## src/rtl/sprite_mem_arb_if.sv

```systemverilog
// Bundle of the CPU access port, the graphics burst port and the sprite memory port.
// The arbiter attaches through the slave modport; the requesters and memory use master.
interface sprite_mem_arb_if #(
    parameter int ADDR_W = 12,
    parameter int DATA_W = 8
);
    logic              cpu_req;
    logic              cpu_we;
    logic [ADDR_W-1:0] cpu_addr;
    logic [DATA_W-1:0] cpu_wdata;
    logic              cpu_stall;
    logic [DATA_W-1:0] cpu_rdata;
    logic              cpu_rvalid;

    logic              gfx_req;
    logic [ADDR_W-1:0] gfx_addr;
    logic [3:0]        gfx_len;
    logic              gfx_gnt;
    logic              gfx_busy;
    logic [DATA_W-1:0] gfx_rdata;
    logic              gfx_rvalid;
    logic              gfx_done;

    logic              mem_en;
    logic              mem_we;
    logic [ADDR_W-1:0] mem_addr;
    logic [DATA_W-1:0] mem_wdata;
    logic [DATA_W-1:0] mem_rdata;

    modport slave (
        input  cpu_req, cpu_we, cpu_addr, cpu_wdata,
        output cpu_stall, cpu_rdata, cpu_rvalid,
        input  gfx_req, gfx_addr, gfx_len,
        output gfx_gnt, gfx_busy, gfx_rdata, gfx_rvalid, gfx_done,
        output mem_en, mem_we, mem_addr, mem_wdata,
        input  mem_rdata
    );

    modport master (
        output cpu_req, cpu_we, cpu_addr, cpu_wdata,
        input  cpu_stall, cpu_rdata, cpu_rvalid,
        output gfx_req, gfx_addr, gfx_len,
        input  gfx_gnt, gfx_busy, gfx_rdata, gfx_rvalid, gfx_done,
        input  mem_en, mem_we, mem_addr, mem_wdata,
        output mem_rdata
    );
endinterface

```

## src/rtl/sprite_mem_arb.sv

```systemverilog
// Sprite attribute memory arbiter: graphics bursts have priority, a starvation counter
// guarantees the CPU a slot, and read data is steered back to whoever issued the read.
module sprite_mem_arb #(
    parameter int ADDR_W     = 12,
    parameter int DATA_W     = 8,
    parameter int STARVE_MAX = 4
) (
    input  logic            clk,
    input  logic            rst_n,
    sprite_mem_arb_if.slave bus
);
    localparam int              SW         = $clog2(STARVE_MAX + 1);
    localparam logic [SW-1:0]   STARVE_TOP = SW'(STARVE_MAX);

    typedef enum logic {IDLE, BURST} state_t;

    state_t            state;
    logic [ADDR_W-1:0] burst_addr;
    logic [3:0]        remaining;
    logic [SW-1:0]     starve;

    logic              rd_vld_p1;
    logic              rd_gfx_p1;
    logic              rd_last_p1;

    logic              starved;
    logic              cpu_gnt;
    logic              gfx_accept;
    logic              burst_issue;
    logic              burst_last;

    function automatic logic [SW-1:0] starve_next(input logic [SW-1:0] cur,
                                                  input logic          req,
                                                  input logic          gnt);
        if (!req || gnt)
            return '0;
        else if (cur == STARVE_TOP)
            return cur;
        else
            return cur + SW'(1);
    endfunction

    always_comb begin
        starved     = (starve == STARVE_TOP);
        cpu_gnt     = 1'b0;
        gfx_accept  = 1'b0;
        burst_issue = 1'b0;
        case (state)
            IDLE: begin
                cpu_gnt    = bus.cpu_req & (~bus.gfx_req | starved);
                gfx_accept = bus.gfx_req & ~cpu_gnt;
            end
            BURST: begin
                // A starved CPU steals the slot; the burst simply pauses in place.
                cpu_gnt     = bus.cpu_req & starved;
                burst_issue = ~cpu_gnt;
            end
            default: begin
                cpu_gnt = 1'b0;
            end
        endcase
        burst_last = burst_issue & (remaining == 4'd0);
    end

    // Issue stage: everything toward the memory is gated so reset forces it quiet at once.
    assign bus.cpu_stall = rst_n & bus.cpu_req & ~cpu_gnt;
    assign bus.gfx_gnt   = rst_n & gfx_accept;
    assign bus.gfx_busy  = (state == BURST);
    assign bus.mem_en    = rst_n & (cpu_gnt | burst_issue);
    assign bus.mem_we    = rst_n & cpu_gnt & bus.cpu_we;
    assign bus.mem_addr  = (!rst_n)    ? '0 :
                           cpu_gnt     ? bus.cpu_addr :
                           burst_issue ? burst_addr : '0;
    assign bus.mem_wdata = (rst_n && cpu_gnt && bus.cpu_we) ? bus.cpu_wdata : '0;

    always_ff @(posedge clk or negedge rst_n) begin
        if (!rst_n) begin
            state      <= IDLE;
            burst_addr <= '0;
            remaining  <= '0;
            starve     <= '0;
            rd_vld_p1  <= 1'b0;
            rd_gfx_p1  <= 1'b0;
            rd_last_p1 <= 1'b0;
        end else begin
            starve     <= starve_next(starve, bus.cpu_req, cpu_gnt);
            rd_vld_p1  <= (cpu_gnt & ~bus.cpu_we) | burst_issue;
            rd_gfx_p1  <= burst_issue;
            rd_last_p1 <= burst_last;
            case (state)
                IDLE: begin
                    if (gfx_accept) begin
                        burst_addr <= bus.gfx_addr;
                        remaining  <= bus.gfx_len;
                        state      <= BURST;
                    end
                end
                BURST: begin
                    if (burst_issue) begin
                        burst_addr <= burst_addr + ADDR_W'(1);
                        remaining  <= remaining - 4'd1;
                        if (remaining == 4'd0)
                            state <= IDLE;
                    end
                end
                default: state <= IDLE;
            endcase
        end
    end

    // Return stage: one cycle after issue, data goes to the recorded owner only.
    assign bus.cpu_rvalid = rd_vld_p1 & ~rd_gfx_p1;
    assign bus.gfx_rvalid = rd_vld_p1 & rd_gfx_p1;
    assign bus.gfx_done   = rd_vld_p1 & rd_gfx_p1 & rd_last_p1;
    assign bus.cpu_rdata  = bus.cpu_rvalid ? bus.mem_rdata : '0;
    assign bus.gfx_rdata  = bus.gfx_rvalid ? bus.mem_rdata : '0;

endmodule

```

## src/flat_wrapper.sv

```systemverilog
// flat-port wrapper written by rule: the top's interface ports become plain ports
module sprite_mem_arb_flat 
#(
    parameter int ADDR_W     = 12,
    parameter int DATA_W     = 8,
    parameter int STARVE_MAX = 4
)
  (clk, rst_n, bus_cpu_req, bus_cpu_we, bus_cpu_addr, bus_cpu_wdata, bus_cpu_stall, bus_cpu_rdata, bus_cpu_rvalid, bus_gfx_req, bus_gfx_addr, bus_gfx_len, bus_gfx_gnt, bus_gfx_busy, bus_gfx_rdata, bus_gfx_rvalid, bus_gfx_done, bus_mem_en, bus_mem_we, bus_mem_addr, bus_mem_wdata, bus_mem_rdata);
  sprite_mem_arb_if #(.ADDR_W(ADDR_W), .DATA_W(DATA_W)) bus_i ();
  input  logic clk;
  input  logic rst_n;
  input wire logic [$bits(bus_i.cpu_req)-1:0] bus_cpu_req;
  input wire logic [$bits(bus_i.cpu_we)-1:0] bus_cpu_we;
  input wire logic [$bits(bus_i.cpu_addr)-1:0] bus_cpu_addr;
  input wire logic [$bits(bus_i.cpu_wdata)-1:0] bus_cpu_wdata;
  output wire logic [$bits(bus_i.cpu_stall)-1:0] bus_cpu_stall;
  output wire logic [$bits(bus_i.cpu_rdata)-1:0] bus_cpu_rdata;
  output wire logic [$bits(bus_i.cpu_rvalid)-1:0] bus_cpu_rvalid;
  input wire logic [$bits(bus_i.gfx_req)-1:0] bus_gfx_req;
  input wire logic [$bits(bus_i.gfx_addr)-1:0] bus_gfx_addr;
  input wire logic [$bits(bus_i.gfx_len)-1:0] bus_gfx_len;
  output wire logic [$bits(bus_i.gfx_gnt)-1:0] bus_gfx_gnt;
  output wire logic [$bits(bus_i.gfx_busy)-1:0] bus_gfx_busy;
  output wire logic [$bits(bus_i.gfx_rdata)-1:0] bus_gfx_rdata;
  output wire logic [$bits(bus_i.gfx_rvalid)-1:0] bus_gfx_rvalid;
  output wire logic [$bits(bus_i.gfx_done)-1:0] bus_gfx_done;
  output wire logic [$bits(bus_i.mem_en)-1:0] bus_mem_en;
  output wire logic [$bits(bus_i.mem_we)-1:0] bus_mem_we;
  output wire logic [$bits(bus_i.mem_addr)-1:0] bus_mem_addr;
  output wire logic [$bits(bus_i.mem_wdata)-1:0] bus_mem_wdata;
  input wire logic [$bits(bus_i.mem_rdata)-1:0] bus_mem_rdata;
  assign bus_i.cpu_req = bus_cpu_req;
  assign bus_i.cpu_we = bus_cpu_we;
  assign bus_i.cpu_addr = bus_cpu_addr;
  assign bus_i.cpu_wdata = bus_cpu_wdata;
  assign bus_cpu_stall = bus_i.cpu_stall;
  assign bus_cpu_rdata = bus_i.cpu_rdata;
  assign bus_cpu_rvalid = bus_i.cpu_rvalid;
  assign bus_i.gfx_req = bus_gfx_req;
  assign bus_i.gfx_addr = bus_gfx_addr;
  assign bus_i.gfx_len = bus_gfx_len;
  assign bus_gfx_gnt = bus_i.gfx_gnt;
  assign bus_gfx_busy = bus_i.gfx_busy;
  assign bus_gfx_rdata = bus_i.gfx_rdata;
  assign bus_gfx_rvalid = bus_i.gfx_rvalid;
  assign bus_gfx_done = bus_i.gfx_done;
  assign bus_mem_en = bus_i.mem_en;
  assign bus_mem_we = bus_i.mem_we;
  assign bus_mem_addr = bus_i.mem_addr;
  assign bus_mem_wdata = bus_i.mem_wdata;
  assign bus_i.mem_rdata = bus_mem_rdata;
  sprite_mem_arb #(.ADDR_W(ADDR_W), .DATA_W(DATA_W), .STARVE_MAX(STARVE_MAX)) u_core (.clk(clk), .rst_n(rst_n), .bus(bus_i));
endmodule
```

## config.mk

```make
export PLATFORM = sky130hd
export DESIGN_NAME = sprite_mem_arb_flat
export DESIGN_NICKNAME = d
export VERILOG_FILES = /design/src/rtl/sprite_mem_arb_if.sv /design/src/rtl/sprite_mem_arb.sv /design/src/flat_wrapper.sv
export SDC_FILE = /design/constraint.sdc
export NUM_CORES = 1
export LEC_CHECK = 0
export ABC_AREA = 1
export BUFFER_PORTS_ARGS = -buffer_cell sky130_fd_sc_hd__buf_4
export CELL_PAD_IN_SITES_DETAIL_PLACEMENT = 1
export CELL_PAD_IN_SITES_GLOBAL_PLACEMENT = 1
export CORE_MARGIN = 2
export CORE_UTILIZATION = 27
export CTS_CLUSTER_SIZE = 24
export DETAILED_ROUTE_END_ITERATION = 10
export PLACE_DENSITY_LB_ADDON = 0.1
export SLEW_MARGIN = 20
export SYNTH_ARGS = -nofsm -noshare
export SYNTH_HDL_FRONTEND = slang
export SYNTH_SLANG_ARGS = --single-unit
export TNS_END_PERCENT = 10
```

## constraint.sdc

```tcl
create_clock -name clk -period 1.5 [get_ports clk]
set_clock_uncertainty 0.05 [all_clocks]
set_input_delay 0.075 -clock clk [delete_from_list [all_inputs] [get_ports clk]]
set_output_delay 0.075 -clock clk [all_outputs]
set_load 0.005 [all_outputs]
```

# After elaboration in Yosys (flattened, before gate mapping)
# Index checks and enable logic that the tools add are counted.
word_totals:
  regBits: 23
  input_bits: 49
  out_inout_bits: 44
op_classes:
  addsub: 3
  n_eq_ne: 4
  n_mux: 21
  n_bitwise: 24
  reduce_logical: 6
op_table:
  columns: ["cell", "count"]
  rows:
  - ["12-bit two-way mux", 5]
  - ["8-bit two-way mux", 3]
  - ["12-bit case mux with 2 select lines", 1]
  - ["1-bit AND", 14]
  - ["12-bit by 1-bit adder with 12-bit output, second input constant", 1]
  - ["4-bit two-way mux", 2]
  - ["4-bit case mux with 2 select lines", 1]
  - ["1-bit inverter", 7]
  - ["3-bit two-way mux", 2]
  - ["1-bit two-way mux", 5]
  - ["4-bit zero test", 1]
  - ["2-bit != test, second input constant", 2]
  - ["1-bit case mux with 2 select lines", 2]
  - ["4-bit by 1-bit subtractor with 4-bit output, second input constant", 1]
  - ["3-bit by 1-bit adder with 3-bit output, second input constant", 1]
  - ["3-bit equality test, second input constant", 1]
  - ["1-bit bitwise OR", 3]
  - ["1-bit logical AND", 2]
  - ["2-bit by 1-bit != test with 1-bit output, second input constant", 1]
  - ["2-bit AND reduction", 1]
  - ["1-bit zero test", 1]
  - ["1-bit logical OR", 1]

# Depth between registers and ports, before layout
logic_depth:
  word_depth: 8
  depth_mapped: 9
  depth_no_buf: 9

# Least setup slack after synthesis
# Ideal clock, no wire load.
synth_timing:
  path_type: "flip-flop to output port"
  start: "reg u_core.starve[0]"
  end: "out bus_mem_addr[10]"
  t_arrival_ps: 1347
  required_time_ps: 1375
  slack_ps: 28
  stages_incl_launch_ff: 10
  n_path_buf: 1
  cell_sequence: "dfrtp_1 inv_1 ha_1 nand3_2 o21ai_4 inv_6 nor2_4 buf_8 nand2_2 a21oi_2"
synth_between:
  elab_chain_len: 7
  elab_cells_between_ends: 10
  cone_classes: "eq/ne (1); mux (5); bitwise (4)"
synth_lines:
  columns: ["element", "line_no", "rtl"]
  rows:
  - ["start: declaration", "sprite_mem_arb.sv:20", "logic [SW-1:0] starve;"]
  - ["start signal: assignment", "sprite_mem_arb.sv:86", "starve <= starve_next(starve, bus.cpu_req, cpu_gnt);"]
  - ["3-bit equality test *", "sprite_mem_arb.sv:44", "starved = (starve == STARVE_TOP);"]
  - ["1-bit AND", "sprite_mem_arb.sv:55", "cpu_gnt = bus.cpu_req & starved;"]
  - ["1-bit inverter", "sprite_mem_arb.sv:56", "burst_issue = ~cpu_gnt;"]
  - ["1-bit two-way mux", "sprite_mem_arb.sv:48", "case (state)"]
  - ["12-bit two-way mux", "sprite_mem_arb.sv:73", "burst_issue ? burst_addr : '0;"]
  - ["12-bit two-way mux *", "sprite_mem_arb.sv:72", "cpu_gnt ? bus.cpu_addr :"]
  - ["12-bit two-way mux *", "sprite_mem_arb.sv:71", "assign bus.mem_addr = (!rst_n) ? '0 :"]
  - ["end: declaration", "flat_wrapper.sv:29", "output wire logic [$bits(bus_i.mem_addr)-1:0] bus_mem_addr;"]
# Mark *: on every way between the ends. The rest lies on a longest branch, timed or not.

# Worst setup path in the final report
layout_timing:
  start: "reg u_core.starve[1]"
  end: "out bus_mem_addr[11]"
# Same word-level chain as after synthesis.

==> metrics.csv <==
stage,metric,value,unit
clock_network,cts_htree_levels,1,
worst_setup_path,crit_path_max_incr_delay,0.40,ns
place,routabilityCongestion,0.754,
drt,drtIter0Drc,32,
drt,top_layer,met4,
clock_network,root_buffer,clkbuf_8,
yosys,avgSynthCellArea,6.45,sq um
worst_setup_path,cp-start-kind,flip-flop,
timing,worstMarginPinSlew,0.529,ns
finish,fin_area,2890,sq um
yosys,synthesis.nets,335,
yosys,syn_inst,281,
worst_setup_path,worstPathArrival,1.82,ns
worst_setup_path,crit_type,reg -> out,
finish,layout_commonest_cell,buf_4,
finish,layout_common_cells,"111 x buf_4, 69 x nand2_1, 49 x nor2_1",
finish,layout-drive-gt1-share,40.5,%
global_routing,grt_max_degree,20,
clock_network,cts_buffers,3,
status,violations,negative setup slack,
drt,drc,0,
drt,wl,6520,um
drt,wirelength_met1,2910,um
timing,fin_crit,1.95,ns
timing,timing.slew.headroom,64.6,%
yosys,syn_area,1810,sq um
worst_setup_path,cp_max_fo,10,
run,maxCapViolCount,0,
finish,multi_input_area,1060,sq um
drt,drtAntennaViolNets,0,
timing,finalSetupViolCount,29,
clock_network,cts_sinks,23,
power,power.density,1570,nW/um^2
drt,drt_pass1_iterations,4,
drt,viasPerCell,4.56,
worst_setup_path,path_cells,inv_1 > ha_2 > nand3_4 > nand2_2 > nor2_2 > nor2_4 > buf_12 > nand2_1 > a21oi_2 > buf_4,
global_routing,antenna_found_initial,0,
yosys,synth_warnings,0,
floorplan,io-pin-count,93,
timing,fmax,513,MHz
yosys,ys_ff_latch,23,
global_routing,grt_pass1_vias,2244,
clock_network,path_clk_slew,0.10,ns
finish,insertedDiodeCount,0,
finish,fillers,839,
power,ir_drop,0.616,mV
place,dp_worst_setup_slack,-0.177,ns
global_routing,grtUsageTotal,18.0,%
timing,slew_violations,0,
finish,register_area,577,sq um
timing,setup_tns,-9.63,ns
worst_setup_path,critPathBufInv,3,
floorplan,dieArea,7390,sq um
power,power.leakage,1.55,nW
global_routing,grt_pass1_wl,10700,um
place,placed_area,2710,sq um
place,hpwl,4890,um
worst_setup_path,cpMaxStageDelayCell,dfrtp_1,
floorplan,start_util,28.2,%
drt,wl_per_cell,13.8,um
floorplan,dieHeight,85.9,um
drt,dr_wl_met3,458,um
clock_network,insertion_delay,0.28,ns
drt,vias,2152,
finish,nets,450,
power,p_total,4.55,mW
worst_setup_path,setup.worst_path.end_class,output pin,
clock_network,tritoncts,done,
timing,setup_ws,-0.450,ns
worst_setup_path,required,1.37,ns
worst_hold_path,hold_class,in -> reg,
floorplan,rows,29,
yosys,ys_types,30,
floorplan,core_region_area,6420,sq um
place,port_buffers,92,
yosys,ys_seq_area_share,31.7,%
floorplan,die_w,85.9,um
global_routing,grt.overflow.total,0,
status,status,"complete, but fails checks",
worst_setup_path,path_delay_family,simple AND/OR/NAND/NOR gates,
drt,wl_met2,3070,um
timing,min_period_over_period,130,%
clock_network,clk_path_buf_depth,2,
timing,rsz0062_at_grt,true,
finish,area_delta_synth_final,59.4,%
timing,hold_viol,0,
-- final timing paths --
check	startpoint	to	slack [ns]	depth (start not counted)
hold / removal	bus_cpu_we	u_core.rd_vld_p1	0.05	4
min in group asynchronous	rst_n	u_core.remaining[0]	0.30	2
setup reg to reg	u_core.starve[1]	u_core.remaining[2]	-0.26	10
hold reg to reg	u_core.remaining[1]	u_core.remaining[1]	0.45	2
setup / recovery	u_core.starve[1]	bus_mem_addr[11]	-0.45	10
max in group asynchronous	rst_n	u_core.burst_addr[3]	0.49	3
-- worst register-to-register path: cells and delay by family, from the launching register on --
family | cells | cell delay [ns]
AO/OA/AOI/OAI | 1 | 0.07
AND/OR/NAND/NOR | 3 | 0.24
adder cells (fa/ha/maj) | 1 | 0.19
flip-flops | 1 | 0.40
buffers and inverters | 5 | 0.72
-- synthesized netlist by cell type --
cell type / n / area, sq um
xor2_1: 1 / 8.76
nor3b_1: 1 / 7.51
nand3_1: 11 / 55.1
nand2_1: 71 / 267
inv_1: 43 / 161
buf_8: 1 / 15.0
o21ai_0: 14 / 70.1
buf_2: 4 / 20.0
o21ai_4: 1 / 16.3
nor2_4: 1 / 11.3
clkbuf_1: 1 / 3.75
o211ai_1: 1 / 7.51
nor2_1: 54 / 203
nand3_2: 2 / 20.0
nand2_2: 9 / 56.3
a21oi_1: 13 / 65.1
inv_6: 1 / 8.76
nand4_1: 1 / 6.26
xnor2_1: 1 / 8.76
o31ai_1: 1 / 7.51
o22ai_1: 2 / 12.5
ha_1: 5 / 62.6
a21oi_2: 9 / 78.8
nand3b_1: 3 / 22.5
buf_6: 1 / 11.3
inv_2: 2 / 7.51
a31oi_1: 1 / 6.26
nor3_1: 2 / 10.0
buf_4: 1 / 7.51
dfrtp_1: 23 / 576
-- cell families after synthesis --
group | count (synthesis) | share of synthesized area [%]
adders and majority gates | 5 | 3.45
and+or+nand+nor | 155 | 36.3
xor gates and xnor gates | 2 | 0.966
buffers and inverters | 54 | 13.0
DFF | 23 | 31.7
AOI/OAI and AO/OA | 42 | 14.6
-- final cells by class --
class                           instances  area share (%)
Sequential cell                        23            20.0
Timing Repair inverter                  1           0.260
Clock buffer                            3            1.43
Timing Repair Buffer                  117            31.9
Tap cell                               77            3.33
Multi-Input combinational cell        204            36.7
Inverter                               46            6.23
Clock inverter                          1           0.260
-- stage by stage --
stage                     instances  utilization [%]  hold slack, ns
after floorplan                 281                -          -0.271
after global placement          462             42.1          -0.117
after detailed placement        462             42.1          -0.116
after CTS                       472             44.6          0.0353
after global routing            472             45.0          0.0502
final                           472             45.0          0.0456
-- sequential cells by signal (all words and copies together) (netlist names) --
register / count
u_core.burst_addr: 12
u_core.bus.gfx_busy: 1
u_core.rd_gfx_p1: 1
u_core.rd_last_p1: 1
u_core.rd_vld_p1: 1
u_core.remaining: 4
u_core.starve: 3
-- layer usage --
| layer | global-route usage (%) | up-vias |
|---|---|---|
| li1 | - | 1096 |
| met4 | 3.75 | 0 |
| met3 | 3.66 | 9 |
| met2 | 31.4 | 75 |
| met5 | 0 | - |
| met1 | 22.8 | 972 |
-- timing repair --
item                                    CTS  global route
pin swaps                                 3             3
cloned                                    1             0
endpoints found under the setup margin   28            43
buffers inserted                          4             0
resized for setup                        18             9
endpoints found under the hold margin    23             0
hold buffers                              1             0
-- report_power, final --
| part | switching [mW] | total [mW] | internal, mW | leakage [nW] |
|---|---|---|---|---|
| registers | 0.303 | 1.21 | 0.909 | 0.271 |
| clock network | 0.239 | 0.428 | 0.189 | 0.0217 |
| logic | 1.54 | 2.91 | 1.36 | 1.26 |
Note: power is estimated with default switching activity, not from simulation.
